<file path="config.mk">
export PLATFORM = sky130hd
export DESIGN_NAME = eth_rmii_rx_framer
export DESIGN_NICKNAME = d
export VERILOG_FILES = /design/src/rtl/eth_pkg.sv /design/src/rtl/eth_fcs_strip_buf.sv /design/src/rtl/eth_rmii_rx_framer.sv
export SDC_FILE = /design/constraint.sdc
export NUM_CORES = 1
export LEC_CHECK = 0
export ABC_AREA = 0
export ABC_CLOCK_PERIOD_IN_PS = 1600
export BUFFER_PORTS_ARGS = -buffer_cell sky130_fd_sc_hd__clkbuf_2
export CORE_ASPECT_RATIO = 0.75
export CORE_MARGIN = 2
export CORE_UTILIZATION = 46
export CTS_CLUSTER_DIAMETER = 80
export DETAILED_ROUTE_END_ITERATION = 12
export PLACE_DENSITY = 0.76
export SLEW_MARGIN = 30
export SYNTH_ARGS = -nofsm -noshare
export SYNTH_HDL_FRONTEND = slang
export SYNTH_SLANG_ARGS = --single-unit
</file>
<file path="constraint.sdc">
create_clock -name eth_clk -period 1.6 [get_ports eth_clk]
set_input_delay 0.48 -clock eth_clk [delete_from_list [all_inputs] [get_ports eth_clk]]
set_output_delay 0.48 -clock eth_clk [all_outputs]
set_load 0.02 [all_outputs]
</file>
<file path="src/rtl/eth_pkg.sv">
// Shared types and constants for the RMII receive path.
package eth_pkg;

  typedef enum logic [1:0] {
    IDLE,
    PREAMBLE,
    DATA,
    DISCARD
  } eth_state_e;

  localparam logic [1:0]  ETH_PREAMBLE_DIBIT = 2'b01;
  localparam logic [1:0]  ETH_SFD_DIBIT      = 2'b11;
  localparam logic [31:0] ETH_CRC_RESIDUE    = 32'h2144_DF1C;

endpackage

</file>
<file path="src/rtl/eth_fcs_strip_buf.sv">
// Four-byte delay line that holds back the FCS; only built when ETH_RX_FCS_STRIP_EN is defined.
`ifdef ETH_RX_FCS_STRIP_EN
module eth_fcs_strip_buf (
  input  logic       clk_i,
  input  logic       rst_n_i,
  input  logic       push_i,
  input  logic       flush_i,
  input  logic [7:0] data_i,
  output logic [7:0] data_o,
  output logic       valid_o
);

  logic [7:0] data_q [4];
  logic [3:0] vld_q;
  logic [7:0] out_q;
  logic       out_vld_q;

  // A byte leaves only when a fifth one arrives behind it; flush drops the held FCS.
  always_ff @(posedge clk_i or negedge rst_n_i) begin
    if (!rst_n_i) begin
      for (int i = 0; i < 4; i++) data_q[i] <= 8'h00;
      vld_q     <= 4'b0000;
      out_q     <= 8'h00;
      out_vld_q <= 1'b0;
    end else begin
      out_vld_q <= push_i && vld_q[3];
      if (push_i) begin
        if (vld_q[3]) out_q <= data_q[3];
        data_q[3] <= data_q[2];
        data_q[2] <= data_q[1];
        data_q[1] <= data_q[0];
        data_q[0] <= data_i;
        vld_q     <= {vld_q[2:0], 1'b1};
      end else if (flush_i) begin
        vld_q <= 4'b0000;
      end
    end
  end

  assign data_o  = out_q;
  assign valid_o = out_vld_q;

endmodule
`endif

</file>
<file path="src/rtl/eth_rmii_rx_framer.sv">
// RMII receive framer: preamble/SFD hunt, dibit-to-byte assembly and frame status.
// Define ETH_RX_FCS_STRIP_EN to drop the trailing 4 FCS bytes from the byte stream.
module eth_rmii_rx_framer #(
  parameter int MIN_FRAME_BYTES = 64,
  parameter int MAX_FRAME_BYTES = 1522
) (
  input  logic        eth_clk,
  input  logic        rst_in_n,
  input  logic        eth_crsdv,
  input  logic [1:0]  eth_rxd,
  input  logic [31:0] crc_in,
  output logic        crc_active,
  output logic [1:0]  crc_dibit,
  output logic [7:0]  axiod,
  output logic        axiov,
  output logic        frame_done,
  output logic        frame_ok
);
  import eth_pkg::*;

  localparam int CW = $clog2(MAX_FRAME_BYTES + 2);
  localparam logic [CW-1:0] CNT_MIN = CW'(MIN_FRAME_BYTES);
  localparam logic [CW-1:0] CNT_MAX = CW'(MAX_FRAME_BYTES);
  localparam logic [CW-1:0] CNT_SAT = CW'(MAX_FRAME_BYTES + 1);

  eth_state_e    state_q;
  logic [1:0]    dibit_cnt_q;
  logic [CW-1:0] byte_cnt_q;
  logic [5:0]    shift_q;
  logic          frame_done_q;
  logic          frame_ok_q;

  logic [7:0]    byte_d;
  logic          byte_done_d;
  logic          byte_keep_d;
  logic          end_cycle_d;

  always_comb begin
    byte_d      = {eth_rxd, shift_q};
    byte_done_d = (state_q == DATA) && eth_crsdv && (dibit_cnt_q == 2'd3);
    byte_keep_d = byte_done_d && (byte_cnt_q < CNT_MAX);
    end_cycle_d = (state_q == DATA) && !eth_crsdv;
  end

  assign crc_active = (state_q == DATA) && eth_crsdv;
  assign crc_dibit  = {eth_rxd[0], eth_rxd[1]};

  always_ff @(posedge eth_clk or negedge rst_in_n) begin
    if (!rst_in_n) begin
      state_q      <= IDLE;
      dibit_cnt_q  <= 2'd0;
      byte_cnt_q   <= '0;
      shift_q      <= 6'd0;
      frame_done_q <= 1'b0;
      frame_ok_q   <= 1'b0;
    end else begin
      frame_done_q <= 1'b0;
      case (state_q)
        IDLE: begin
          if (eth_crsdv && eth_rxd == ETH_PREAMBLE_DIBIT) state_q <= PREAMBLE;
        end
        PREAMBLE: begin
          if (!eth_crsdv) begin
            state_q <= IDLE;
          end else if (eth_rxd == ETH_SFD_DIBIT) begin
            state_q     <= DATA;
            dibit_cnt_q <= 2'd0;
            byte_cnt_q  <= '0;
          end else if (eth_rxd != ETH_PREAMBLE_DIBIT) begin
            state_q <= DISCARD;
          end
        end
        DATA: begin
          // The CRC stage has absorbed every dibit by the end cycle, so its output is final here.
          if (!eth_crsdv) begin
            state_q      <= IDLE;
            frame_done_q <= 1'b1;
            frame_ok_q   <= (crc_in == ETH_CRC_RESIDUE) && (dibit_cnt_q == 2'd0) &&
                            (byte_cnt_q >= CNT_MIN) && (byte_cnt_q <= CNT_MAX);
          end else begin
            dibit_cnt_q <= dibit_cnt_q + 2'd1;
            shift_q     <= {eth_rxd, shift_q[5:2]};
            if (byte_done_d && byte_cnt_q != CNT_SAT) byte_cnt_q <= byte_cnt_q + CW'(1);
          end
        end
        DISCARD: begin
          if (!eth_crsdv) state_q <= IDLE;
        end
        default: state_q <= IDLE;
      endcase
    end
  end

  assign frame_done = frame_done_q;
  assign frame_ok   = frame_ok_q;

`ifdef ETH_RX_FCS_STRIP_EN
  eth_fcs_strip_buf u_strip (
    .clk_i   (eth_clk),
    .rst_n_i (rst_in_n),
    .push_i  (byte_keep_d),
    .flush_i (end_cycle_d),
    .data_i  (byte_d),
    .data_o  (axiod),
    .valid_o (axiov)
  );
`else
  logic [7:0] axiod_q;
  logic       axiov_q;

  always_ff @(posedge eth_clk or negedge rst_in_n) begin
    if (!rst_in_n) begin
      axiod_q <= 8'h00;
      axiov_q <= 1'b0;
    end else begin
      axiov_q <= byte_keep_d;
      if (byte_keep_d) axiod_q <= byte_d;
    end
  end

  assign axiod = axiod_q;
  assign axiov = axiov_q;

  logic unused_end_cycle;
  assign unused_end_cycle = end_cycle_d;
`endif

endmodule
</file>
# Word level (Yosys, flattened, before mapping)
# Cells that the tools add are included.
[totals]
regBits = 32
output_inout_bits = 14
[op_classes]
n_addsub = 2
reduce_logical = 17
n_mux = 17
n_eq_ne = 16
bitwise = 1
magnitude_cmp = 3
[op_table]
columns = ["cell", "count"]
rows = [
  ["11-bit two-way mux", 4],
  ["32-bit by 30-bit equality test with 1-bit output, second input constant", 1],
  ["11-bit case mux with 2 select lines", 1],
  ["2-bit two-way mux", 8],
  ["11-bit by 1-bit adder with 11-bit output, second input constant", 1],
  ["11-bit by 7-bit >= comparator with 1-bit output, second input constant", 1],
  ["11-bit less-or-equal comparator, second input constant", 1],
  ["11-bit < comparator, second input constant", 1],
  ["11-bit != test, second input constant", 1],
  ["2-bit != test, second input constant", 5],
  ["2-bit equality test, second input constant", 4],
  ["1-bit logical AND", 8],
  ["2-bit case mux with 3 select lines", 1],
  ["5-bit AND reduction", 1],
  ["2-bit by 1-bit equality test with 1-bit output, second input constant", 2],
  ["2-bit zero test", 2],
  ["2-bit by 1-bit != test with 1-bit output, second input constant", 2],
  ["4-bit != test, second input constant", 1],
  ["2-bit case mux with 2 select lines", 1],
  ["2-bit AND reduction", 2],
  ["4-bit AND reduction", 1],
  ["3-bit AND reduction", 1],
  ["2-bit by 1-bit adder with 2-bit output, second input constant", 1],
  ["1-bit two-way mux", 2],
  ["3 further kinds", 3],
]

# Longest topological paths before layout
[logic_depth]
depth_word = 7
mapped_depth = 5
mapped_depth_nobuf = 5

# Least setup slack after synthesis
# No wires, ideal clock.
[synth_path]
kind = "reg2reg"
start = "register byte_cnt_q[0]"
end = "register byte_cnt_q[7]"
t_required_ns = 1.447
slack_ns = -0.127
period_less_slack_ns = 1.727
path_stages_with_launch = 6
n_path_buf = 0
arrival_time_ns = 1.574
cell_sequence = "dfrtp_1 > ha_1 > and2_1 > a41o_1 > a21oi_1 > a21boi_0"
[synth_via]
elab_chain_len = 4
[synth_lines]
columns = ["item", "line", "rtl"]
rows = [
  ["from (decl)", "eth_rmii_rx_framer.sv:28", "logic [CW-1:0] byte_cnt_q;"],
  ["from (signal assigned)", "eth_rmii_rx_framer.sv:83", "if (byte_done_d && byte_cnt_q != CNT_SAT) byte_cnt_q <= byte_cnt_q + CW'(1);"],
  ["11-bit by 1-bit adder with 11-bit output or 11-bit != test (tied branches)", "eth_rmii_rx_framer.sv:83", ""],
  ["11-bit two-way mux or 1-bit logical AND (tied branches)", "eth_rmii_rx_framer.sv:83", ""],
  ["11-bit two-way mux or 2-bit by 1-bit != test with 1-bit output (tied branches)", "--", ""],
  ["11-bit case mux with 2 select lines or 5-bit AND reduction (tied branches)", "--", ""],
]
# Several ways; a longest one is shown, not always the timed one. The select of a mux whose other input is x is not followed.
# A chain may end at the register's enable or synchronous reset.

# Final worst setup path
[layout_path]
start = "register byte_cnt_q[5]"
end = "register axiod_q[4], in the netlist axiod[4]"
[layout_via]
elab_chain_len = 2
[layout_lines]
columns = ["item", "line", "rtl"]
rows = [
  ["11-bit < comparator", "eth_rmii_rx_framer.sv:41", "byte_keep_d = byte_done_d && (byte_cnt_q < CNT_MAX);"],
  ["1-bit logical AND", "eth_rmii_rx_framer.sv:41", ""],
  ["to (signal assigned)", "eth_rmii_rx_framer.sv:117", "if (byte_keep_d) axiod_q <= byte_d;"],
  ["to (decl)", "eth_rmii_rx_framer.sv:108", "logic [7:0] axiod_q;"],
]
# No other way between the ends.

==> flow_summary.yaml <==
synth:
  synth_edf_count: 0
  yosysWarnings: 0
  syn_inst: 154
  yosysUniqueCellTypes: 41
  seq_area_frac_synth: 0.484
  synth_nets: 195
  synth_seq_cells: 32
  syn_avg_cell_area_um2: 10.7
  syn-cell-area_mm2: 0.00165
  async_flop_share: 1.00
  ys.flop_type: "dfrtp_1"
setup_path:
  r2r_end: "axiod[4]"
  start_kind: "flip-flop"
  rrSetupSlack_ns: -0.10
  crit_fanout: 4
  worstRegToRegCells: 6
  required_ns: 1.77
  crit_type: "reg -> reg"
  crit_arrival_ns: 1.87
  timing.rr.start: "byte_cnt_q[5]"
  endpoint_kind: "flip-flop"
power_and_ir_drop:
  p_leak_nw: 1.31
  power.internal_mw: 1.99
  p_comb_frac: 0.302
  ir_drop_v: 0.000724
  swShare: 0.289
  clkPwrFrac: 0.307
  switchingPower_mw: 0.810
  pwr-share-seq: 0.391
  p_per_area_mw_per_mm2: 1080
clocking:
  cts.path.max_buffers: 2
  h-tree-depth: 2
  cts_buffers: 5
  worstSkewPairLatency_ns: 0.29
  cts_tree: "built"
  clk_pin_slew_ns: 0.07
  cts-root-buf: "clkbuf_8"
  numClockSinks: 32
floorplanning:
  die_y_um: 55.9
  die_area_mm2: 0.00410
  coreArea_mm2: 0.00336
  boundaryPins: 51
  start_util: 0.493
  rows: 18
  die_w_um: 73.2
routing:
  ant_nets: 0
  firstDrtPassIters: 5
  vias: 1615
  avgViaCountPerCell: 5.49
  drt_iter0_markers: 78
  wire_per_inst_um: 15.8
  wl_um: 4640
  drcViolationCount: 0
cells_and_area:
  diodes: 0
  nets: 294
  finalNonFillerCells: 294
  drive_above_1_share: 0.551
  syn_to_final_growth_pct: 56.4
sta:
  fin_crit_sh: 1.06
  tns_ns: -0.990
  worstMarginPinSlew_ns: 0.480
  slew_headroom: 0.677
  timing.final.ws_setup_ns: -0.102
  report.final.slew_viol_count: 0
  hold_slack_ns: 0.111
  finClkSkew_ns: 0.00739
  max_freq_mhz: 587
  period_needed_ns: 1.70
  rsz0062_at_grt: "true"
  setup_violations: 13
  hold_viol: 0
place:
  place.gp.congestion: 0.873
  dp_cells: 272
  io_buffers: 50
  hpwl_um: 3240
global_routing:
  antenna_found_initial: 0
  grt_pass1_vias: 1559
  grt_max_degree: 19
  grt_pass1_wl_um: 7040
  overflow: 0
  grt_usage: 0.222
run_status:
  status: "complete, but fails checks"
  violations: "setup timing"
min_path:
  worstHoldPathType: "in -> async"
run:
  max-cap-violations: 0
==> synth_stat cells (2+ instances only) <==
master     n  area (µm²)
a21oi_1    5        25.0
a31oi_1    4        25.0
and3_1     3        18.8
and4_1     5        43.8
and4b_1    2        20.0
buf_4      2        15.0
clkbuf_1   2        7.51
dfrtp_1   32         801
ha_1       4        50.1
inv_1     11        41.3
mux2_2    14         158
nand2_1    9        33.8
nand2b_1   2        12.5
nand3_1    5        25.0
nand4_1    4        25.0
nand4b_1   2        17.5
nor2_1     6        22.5
nor2b_1    2        12.5
nor3_1     3        15.0
nor3b_1    2        15.0
nor4_1     3        18.8
nor4b_1    3        26.3
o211ai_1   2        15.0
o21ai_0   10        50.1
==> cell type report <==
class | instances | area, µm²
Inverter | 11 | 41.3
Timing Repair Buffer | 97 | 677
Tap cell | 40 | 50.0
Sequential cell | 32 | 803
Clock inverter | 1 | 30.0
Multi-Input combinational cell | 106 | 890
Clock buffer | 7 | 96.3
Fill cell | 214 | 768
==> cell families (layout without fill, tap and decap cells) <==
kind of cell               count (synthesis)  count (layout)  share of synthesized area
and+or+nand+nor                           55              55                      0.203
buffers and inverters                     16             116                     0.0431
muxes                                     14              14                     0.0953
adders and majority gates                  4               4                     0.0303
AOI/OAI and AO/OA                         33              33                      0.144
DFF                                       32              32                      0.484
==> layout by cell type (no fill, tap or decap), drive strengths merged, types with 3 or more instances in the layout <==
| master | count |
|---|---|
| ha | 4 |
| nor4 | 3 |
| mux2 | 14 |
| a21oi | 6 |
| buf | 48 |
| nand4 | 4 |
| dfrtp | 32 |
| nand3 | 5 |
| inv | 11 |
| nor3 | 3 |
| clkbuf | 56 |
| nor2 | 6 |
| nand2 | 9 |
| o21ai | 10 |
| and4 | 5 |
| nor4b | 3 |
| a31oi | 4 |
| and3 | 3 |
==> layer usage <==
layer,wire (µm),global-route usage
met5,0,0
met4,59,0.0741
met3,398,0.0489
met2,2120,0.345
met1,2060,0.304
==> stage by stage <==
step | area, µm² | power, mW | worst slack [ns] | utilization
after floorplan | 1670 | 1.46 | -0.106 | -
after global placement | 2200 | 1.77 | -0.106 | 0.657
after detailed placement | 2200 | 1.82 | -0.142 | 0.657
after CTS | 2420 | 2.72 | -0.0424 | 0.721
after global routing | 2590 | 2.97 | -0.186 | 0.771
final | 2590 | 2.80 | -0.102 | 0.771
==> registers in the layout (all words and copies together) (netlist names) <==
signal,flops
axiod,8
axiov,1
byte_cnt_q,11
dibit_cnt_q,2
frame_done,1
frame_ok,1
shift_q,6
state_q,2
==> power groups by stage <==
stage          Sequential [mW]  Combinational, mW  Clock, mW
2_1_floorplan             1.15              0.303          0
3_3_place_gp              1.09              0.683          0
3_5_place_dp              1.11              0.707          0
4_1_cts                   1.10              0.760      0.862
5_1_grt                   1.12              0.926      0.921
6_report                  1.10              0.846      0.860
==> how the worst max path moves through the flow <==
stage | start | to | slack (ns) | depth (start not counted)
global route | dibit_cnt_q[1] | byte_cnt_q[5] | -0.19 | 5
CTS | byte_cnt_q[1] | byte_cnt_q[5] | -0.04 | 5
floorplan | byte_cnt_q[5] | axiod[0] | -0.11 | 5
global placement | eth_crsdv | byte_cnt_q[5] | -0.11 | 5
detailed placement | eth_crsdv | byte_cnt_q[5] | -0.14 | 5
finish | byte_cnt_q[5] | axiod[4] | -0.10 | 6
==> worst max-delay path, cell delays in order, from the launching register on <==
cell and delay, ns:
dfrtp_1 0.38, and4_4 0.28, a21oi_4 0.08, o31ai_4 0.27, buf_12 0.15, buf_8 0.11, mux2_2 0.32
==> what timing repair did <==
item,in CTS,in global routing
hold buffers,0,0
buffers inserted,8,6
resized for setup,13,31
pin swaps,7,10
endpoints found under the setup margin,18,21
Power figures use the tool's default switching activity.
